==> src/rtl/matrix_result_display_seq.sv <==
// matrix_result_display_seq: snapshots two DIMxDIM result matrices (SA, custom)
// and walks all 2*DIM*DIM elements on a 4-digit multiplexed 7-seg display.
// Ports: clk, rst (sync, active high); in_sa/in_custom row-major DW-bit elements;
//  load (capture + restart), display_en (0 blanks and freezes), mode_auto
//  (1 = dwell timer, 0 = step rising edge), step; anode_activate/led_out
//  (active low, registered); cur_idx, cur_src (0 = SA), valid (snapshot held).
// Build option: define DISPLAY_BCD_EN to show values as 3 decimal digits
//  instead of element index + hex byte.
module matrix_result_display_seq #(
  parameter int DIM     = 2,
  parameter int DW      = 8,
  parameter int DWELL   = 100_000_000,
  parameter int REFRESH = 100_000,
  localparam int N      = DIM * DIM,
  localparam int TOT    = 2 * N,
  localparam int IW     = $clog2(TOT)
) (
  input  logic            clk,
  input  logic            rst,
  input  logic [N*DW-1:0] in_sa,
  input  logic [N*DW-1:0] in_custom,
  input  logic            load,
  input  logic            display_en,
  input  logic            mode_auto,
  input  logic            step,
  output logic [3:0]      anode_activate,
  output logic [6:0]      led_out,
  output logic [IW-1:0]   cur_idx,
  output logic            cur_src,
  output logic            valid
);

  localparam int DWW = $clog2(DWELL);
  localparam int RW  = (REFRESH > 1) ? $clog2(REFRESH) : 1;

  localparam logic [DWW-1:0] DWELL_LAST = DWW'(DWELL - 1);
  localparam logic [RW-1:0]  RF_LAST    = RW'(REFRESH - 1);
  localparam logic [IW-1:0]  IDX_LAST   = IW'(TOT - 1);
  localparam logic [IW-1:0]  N_IW       = IW'(N);

  localparam logic [6:0] GLYPH_SA = 7'b0100100;
  localparam logic [6:0] GLYPH_CU = 7'b0110001;
  localparam logic [3:0] AN_OFF   = 4'b1111;
  localparam logic [6:0] SEG_OFF  = 7'b1111111;

  typedef enum logic {
    IDLE,
    SHOW
  } state_t;

  state_t state_q;
  state_t state_d;

  logic [N*DW-1:0] snap_sa;
  logic [N*DW-1:0] snap_cu;
  logic [IW-1:0]   idx_q;
  logic [IW-1:0]   idx_nxt;
  logic [DWW-1:0]  dwell_q;
  logic [RW-1:0]   refresh_q;
  logic [1:0]      digit_q;
  logic            step_q;
  logic            mode_q;
  logic            run;
  logic            step_rise;
  logic            mode_chg;
  logic            src;
  logic [IW-1:0]   elem;
  logic [DW-1:0]   raw;
  logic [7:0]      value;
  logic [3:0]      anode_d;
  logic [6:0]      led_d;

  function automatic logic [6:0] hex_seg(input logic [3:0] h);
    logic [6:0] s;
    case (h)
      4'h0:    s = 7'b0000001;
      4'h1:    s = 7'b1001111;
      4'h2:    s = 7'b0010010;
      4'h3:    s = 7'b0000110;
      4'h4:    s = 7'b1001100;
      4'h5:    s = 7'b0100100;
      4'h6:    s = 7'b0100000;
      4'h7:    s = 7'b0001111;
      4'h8:    s = 7'b0000000;
      4'h9:    s = 7'b0000100;
      4'hA:    s = 7'b0001000;
      4'hB:    s = 7'b1100000;
      4'hC:    s = 7'b0110001;
      4'hD:    s = 7'b1000010;
      4'hE:    s = 7'b0110000;
      default: s = 7'b0111000;
    endcase
    return s;
  endfunction

`ifdef DISPLAY_BCD_EN
  // Double dabble: {hundreds, tens, ones}.
  function automatic logic [11:0] bin2bcd(input logic [7:0] b);
    logic [11:0] r;
    r = '0;
    for (int i = 7; i >= 0; i--) begin
      if (r[3:0] >= 4'd5)  r[3:0]  = r[3:0] + 4'd3;
      if (r[7:4] >= 4'd5)  r[7:4]  = r[7:4] + 4'd3;
      if (r[11:8] >= 4'd5) r[11:8] = r[11:8] + 4'd3;
      r = {r[10:0], b[i]};
    end
    return r;
  endfunction

  logic [11:0] bcd;
  assign bcd = bin2bcd(value);
`endif

  assign run       = (state_q == SHOW) && display_en;
  assign step_rise = step & ~step_q;
  assign mode_chg  = mode_auto ^ mode_q;
  assign idx_nxt   = (idx_q == IDX_LAST) ? '0 : idx_q + IW'(1);

  assign src  = (idx_q >= N_IW);
  assign elem = src ? idx_q - N_IW : idx_q;

  always_comb begin
    raw = '0;
    for (int k = 0; k < N; k++) begin
      if (elem == IW'(k)) begin
        raw = src ? snap_cu[k*DW +: DW] : snap_sa[k*DW +: DW];
      end
    end
  end

  assign value = 8'(raw);

  // FSM: state register
  always_ff @(posedge clk) begin
    if (rst) state_q <= IDLE;
    else     state_q <= state_d;
  end

  // FSM: next state
  always_comb begin
    state_d = state_q;
    case (state_q)
      IDLE:    if (load) state_d = SHOW;
      default: state_d = SHOW;
    endcase
  end

  // Snapshot, sequence index and dwell timer.
  // A mode switch only restarts the dwell; it never advances by itself.
  always_ff @(posedge clk) begin
    if (rst) begin
      snap_sa <= '0;
      snap_cu <= '0;
      idx_q   <= '0;
      dwell_q <= '0;
      valid   <= 1'b0;
      step_q  <= 1'b0;
      mode_q  <= 1'b0;
    end else begin
      step_q <= step;
      mode_q <= mode_auto;
      if (load) begin
        snap_sa <= in_sa;
        snap_cu <= in_custom;
        idx_q   <= '0;
        dwell_q <= '0;
        valid   <= 1'b1;
      end else if (run) begin
        if (mode_chg) begin
          dwell_q <= '0;
        end else if (mode_auto) begin
          if (dwell_q == DWELL_LAST) begin
            dwell_q <= '0;
            idx_q   <= idx_nxt;
          end else begin
            dwell_q <= dwell_q + DWW'(1);
          end
        end else begin
          dwell_q <= '0;
          if (step_rise) idx_q <= idx_nxt;
        end
      end
    end
  end

  // Digit scan; frozen while blanked so it resumes on the same digit.
  always_ff @(posedge clk) begin
    if (rst) begin
      refresh_q <= '0;
      digit_q   <= '0;
    end else if (run) begin
      if (refresh_q == RF_LAST) begin
        refresh_q <= '0;
        digit_q   <= digit_q + 2'd1;
      end else begin
        refresh_q <= refresh_q + RW'(1);
      end
    end
  end

  // FSM: outputs (next value of the registered display)
  always_comb begin
    anode_d = ~(4'b0001 << digit_q);
    led_d   = SEG_OFF;
    unique case (digit_q)
      2'd3: led_d = src ? GLYPH_CU : GLYPH_SA;
`ifdef DISPLAY_BCD_EN
      2'd2: led_d = hex_seg(bcd[11:8]);
      2'd1: led_d = hex_seg(bcd[7:4]);
      2'd0: led_d = hex_seg(bcd[3:0]);
`else
      2'd2: led_d = hex_seg(4'(elem));
      2'd1: led_d = hex_seg(value[7:4]);
      2'd0: led_d = hex_seg(value[3:0]);
`endif
    endcase
    if (!run) begin
      anode_d = AN_OFF;
      led_d   = SEG_OFF;
    end
  end

  always_ff @(posedge clk) begin
    if (rst) begin
      anode_activate <= AN_OFF;
      led_out        <= SEG_OFF;
    end else begin
      anode_activate <= anode_d;
      led_out        <= led_d;
    end
  end

  assign cur_idx = idx_q;
  assign cur_src = src;

endmodule

==> config.mk <==
export PLATFORM = sky130hd
export DESIGN_NAME = matrix_result_display_seq
export DESIGN_NICKNAME = d
export VERILOG_FILES = /design/src/rtl/matrix_result_display_seq.sv
export SDC_FILE = /design/constraint.sdc
export NUM_CORES = 1
export LEC_CHECK = 0
export ABC_AREA = 1
export CORE_UTILIZATION = 56
export DETAILED_ROUTE_END_ITERATION = 8
export GPL_ROUTABILITY_DRIVEN = 0
export PLACE_DENSITY = 0.89
export SETUP_SLACK_MARGIN = 0.4
export SLEW_MARGIN = 20
export SYNTH_ARGS = -nofsm -noshare
export SYNTH_HDL_FRONTEND = slang
export SYNTH_SLANG_ARGS = --single-unit
==> constraint.sdc <==
create_clock -name clk -period 2.6 [get_ports clk]
set_input_delay 0.52 -clock clk [delete_from_list [all_inputs] [get_ports clk]]
set_output_delay 0.52 -clock clk [all_outputs]
set_load 0.01 [all_outputs]
==> flow_metrics.env <==
export IMPL_clkPwrFrac=0.480
export IMPL_dieArea_sq_mm=0.01220
export IMPL_cts_sinks=128
export IMPL_io_pins=86
export IMPL_p_int_w=0.003861
export IMPL_vias=6985
export IMPL_clk_latency_ns=0.42
export IMPL_routedWlPerCell_microns=16.95
export IMPL_hold_viol=0
export IMPL_yosys_cell_count_top_type="nor2_1"
export IMPL_drt_initial_drc_count=817
export IMPL_seq_area_sq_mm=0.002574
export IMPL_tns_ns=0
export IMPL_ys_seq_elements=128
export IMPL_crit_path_start_kind="register"
export IMPL_async_flop_share=0
export IMPL_yosys_area_top_type_share=0.3889
export IMPL_hp_class="reg2reg"
export IMPL_cp_common_cell="nand2_1"
export IMPL_endpoint_kind="register"
export IMPL_fillers=759
export IMPL_die_w_microns=110.5
export IMPL_synth_area_top_cells="dfxtp_1, nor2_1, nand2_1, o21ai_0, ha_1"
export IMPL_crit_buf_inv=3
export IMPL_swShare=0.2512
export IMPL_nets=1125
export IMPL_ir_drop_uv=606.8
export IMPL_p_seq_frac=0.404
export IMPL_dp_final_hpwl_mm=11.65
export IMPL_row_count=39
export IMPL_synth_commonest_cells="nor2_1, nand2_1, dfxtp_1"
export IMPL_ys_types=49
export IMPL_setup_viol=0
export IMPL_antenna_found_initial=0
export IMPL_crit_chain="inv_6 -> ha_4 -> inv_4 -> nor2_8 -> o21ai_2 -> o21ai_2 -> nand2_1 -> nand2_1 -> nand2_2 -> inv_2 -> ha_4 -> nand3_2 -> nand2_1 -> nand2_1 -> nand2_1 -> a21oi_1 -> nand2_1 -> nand2_1 -> nand2_1"
export IMPL_synth_area_per_cell_sq_um=7.032
export IMPL_hold_slack_ns=0.4601
export IMPL_multi_input_area_sq_mm=0.003662
export IMPL_power_per_cell_area_mw_per_mm2=607.7
export IMPL_cts_buffers=17
export IMPL_cts_htree_levels=4
export IMPL_diodes=0
export IMPL_yosys_warnings=0
export IMPL_grt_pass1_vias=6233
export IMPL_clkTransAtPathRegs_ns=0.06
export IMPL_syn_to_final_growth_pct=28.79
export IMPL_syn_nets=1033
export IMPL_cts_hold_fix_buffers=0
export IMPL_max_freq_mhz=427.4
export IMPL_crit_required_ns=2.91
export IMPL_fin_crit_sh=0.8999
export IMPL_grt_max_degree=90
export IMPL_p_switching_w=0.001295
export IMPL_ys_seq_area_frac=0.3889
export IMPL_cp_max_fo=6
export IMPL_synth_ff_type="dfxtp_1"
export IMPL_grt_pass1_wl_mm=28.77
export IMPL_p_leak_nw=3.465
export IMPL_cp_data_arrival_time_ns=2.65
export IMPL_drc=0
export IMPL_worstMarginPinSlew_ns=0.5337
export IMPL_status="finished, final reports clean"
export IMPL_start_util=0.5770
export IMPL_layout_drive_gt1_share=0.1372
export IMPL_synth_edff_count=0
export IMPL_finalCriticalPeriod_ns=2.340
export IMPL_rsz0062_at_grt="true"
export IMPL_cp_top_family="simple AND/OR/NAND/NOR gates"
export IMPL_ant_nets=0
export IMPL_grt_overflow_total=0
export IMPL_slowest_stage="dfxtp_4"
export IMPL_drtPass1Iterations=9
export IMPL_synth_cell_area_sq_mm=0.006589
export IMPL_grtUsageTotal=0.2899
export IMPL_die_h_microns=110.5
export IMPL_slowest_delay_ns=0.38
export IMPL_cts_root_buffer="clkbuf_16"
export IMPL_core_sq_mm=0.01142
export IMPL_syn_inst=937
export IMPL_cts_tree="yes"
export IMPL_clockBufferDepth=2
export IMPL_port_buffers=85
export IMPL_drv_slew=0
export IMPL_wl_mm=20.09
export IMPL_drv_cap=0
export IMPL_skew_ns=0.006124
export IMPL_yosysTopAreaCell="dfxtp_1"
export IMPL_p_comb_frac=0.117
export IMPL_vias_per_cell=5.895
export IMPL_crit_type="reg2reg"
export IMPL_relSlewSlack=0.6405
[state kept, by name, summed over array words and instances, names as in the netlist]
name            flops
snap_cu            32
refresh_q          17
digit_q             2
snap_sa            32
anode_activate      4
cur_idx             3
valid               1
state_q             1
mode_q              1
led_out             7
step_q              1
dwell_q            27
[worst paths after layout]
kind | startpoint | endpoint | slack (ns) | cells after the start
worst max-delay path | cur_idx[0] | led_out[3] | 0.26 | 19
worst max register to register | cur_idx[0] | led_out[3] | 0.26 | 19
worst min register to register | snap_sa[22] | snap_sa[22] | 0.46 | 2
worst min-delay path | snap_sa[22] | snap_sa[22] | 0.46 | 2
[worst min-delay path, cell delays in order, from the launching register on]
cell	delay, ns
dfxtp_1	0.29
inv_1	0.06
a21oi_1	0.06
[power groups by stage]
stage,logic (W),clock network [W],registers [W]
detailed placement,0.000517,0,0.00212
global placement,0.000512,0,0.00212
global route,0.000656,0.00258,0.00209
floorplan,0.000313,0,0.00211
CTS,0.000535,0.00247,0.00208
finish,0.000601,0.00247,0.00208
[layout make-up]
cell class | count | share of cell area
timing repair buffer | 110 | 0.1299
inverter | 88 | 0.04158
multi-input combinational | 684 | 0.4316
clock buffer | 20 | 0.05382
sequential | 128 | 0.3033
clock inverter | 12 | 0.01873
tap | 143 | 0.02109
[routing by layer]
layer	track usage	vias to the layer above	wire, microns
met1	0.3419	3185	7623
met2	0.4903	452	9411
li1	-	3224	-
met3	0.07300	124	1816
met4	0.1396	0	1234
met5	0	-	0
[timing repair]
action / CTS / global route
cloned: 0 / 1
endpoints found under the hold margin: 0 / 0
endpoints found under the setup margin: 8 / 7
buffers inserted: 3 / 6
gates resized for setup: 12 / 36
pin swaps: 2 / 18
[per-stage QoR]
step | setup slack, ns | area, sq um | instances | util | total power [W]
finish | 0.2603 | 8486 | 1185 | 0.7432 | 0.005156
global route | 0.1229 | 8486 | 1185 | 0.7432 | 0.005322
CTS | 0.4054 | 8272 | 1178 | 0.7244 | 0.005079
detailed placement | 0.1606 | 7597 | 1143 | 0.6654 | 0.002636
global placement | 0.2327 | 7597 | 1143 | 0.6654 | 0.002630
floorplan | 0.4131 | 6614 | 937 | - | 0.002424
[layout by cell type (no fill, tap or decap), types with 5 or more instances in the layout]
cell type	synthesis	routed
o21ai_2	3	5
nand2_1	169	164
inv_2	10	11
o21ai_1	14	14
ha_1	26	17
inv_1	76	69
a21oi_1	48	48
nand3_1	53	47
nand2_2	9	11
xor2_1	15	15
ha_4	0	6
o21ai_0	85	83
dfxtp_1	128	125
buf_4	2	17
nand2_4	4	7
nor3_1	15	15
nor2_1	172	171
nor2_2	10	11
clkdlybuf4s50_1	0	85
nand3_2	1	7
nor4_1	7	7
nand4_1	13	13
clkbuf_16	0	18
inv_4	1	5
[cells by family (layout without fill, tap and decap cells)]
kind of cell | after synthesis | in the layout | synth area share
buffers and inverters | 125 | 230 | 0.07919
AND/OR/NAND/NOR | 472 | 472 | 0.3200
AO/OA/AOI/OAI | 167 | 167 | 0.1373
XOR/XNOR | 19 | 19 | 0.02526
flip-flops | 128 | 128 | 0.3889
adder cells (fa/ha/maj) | 26 | 26 | 0.04937
Note: power is estimated with default switching activity, not from simulation.
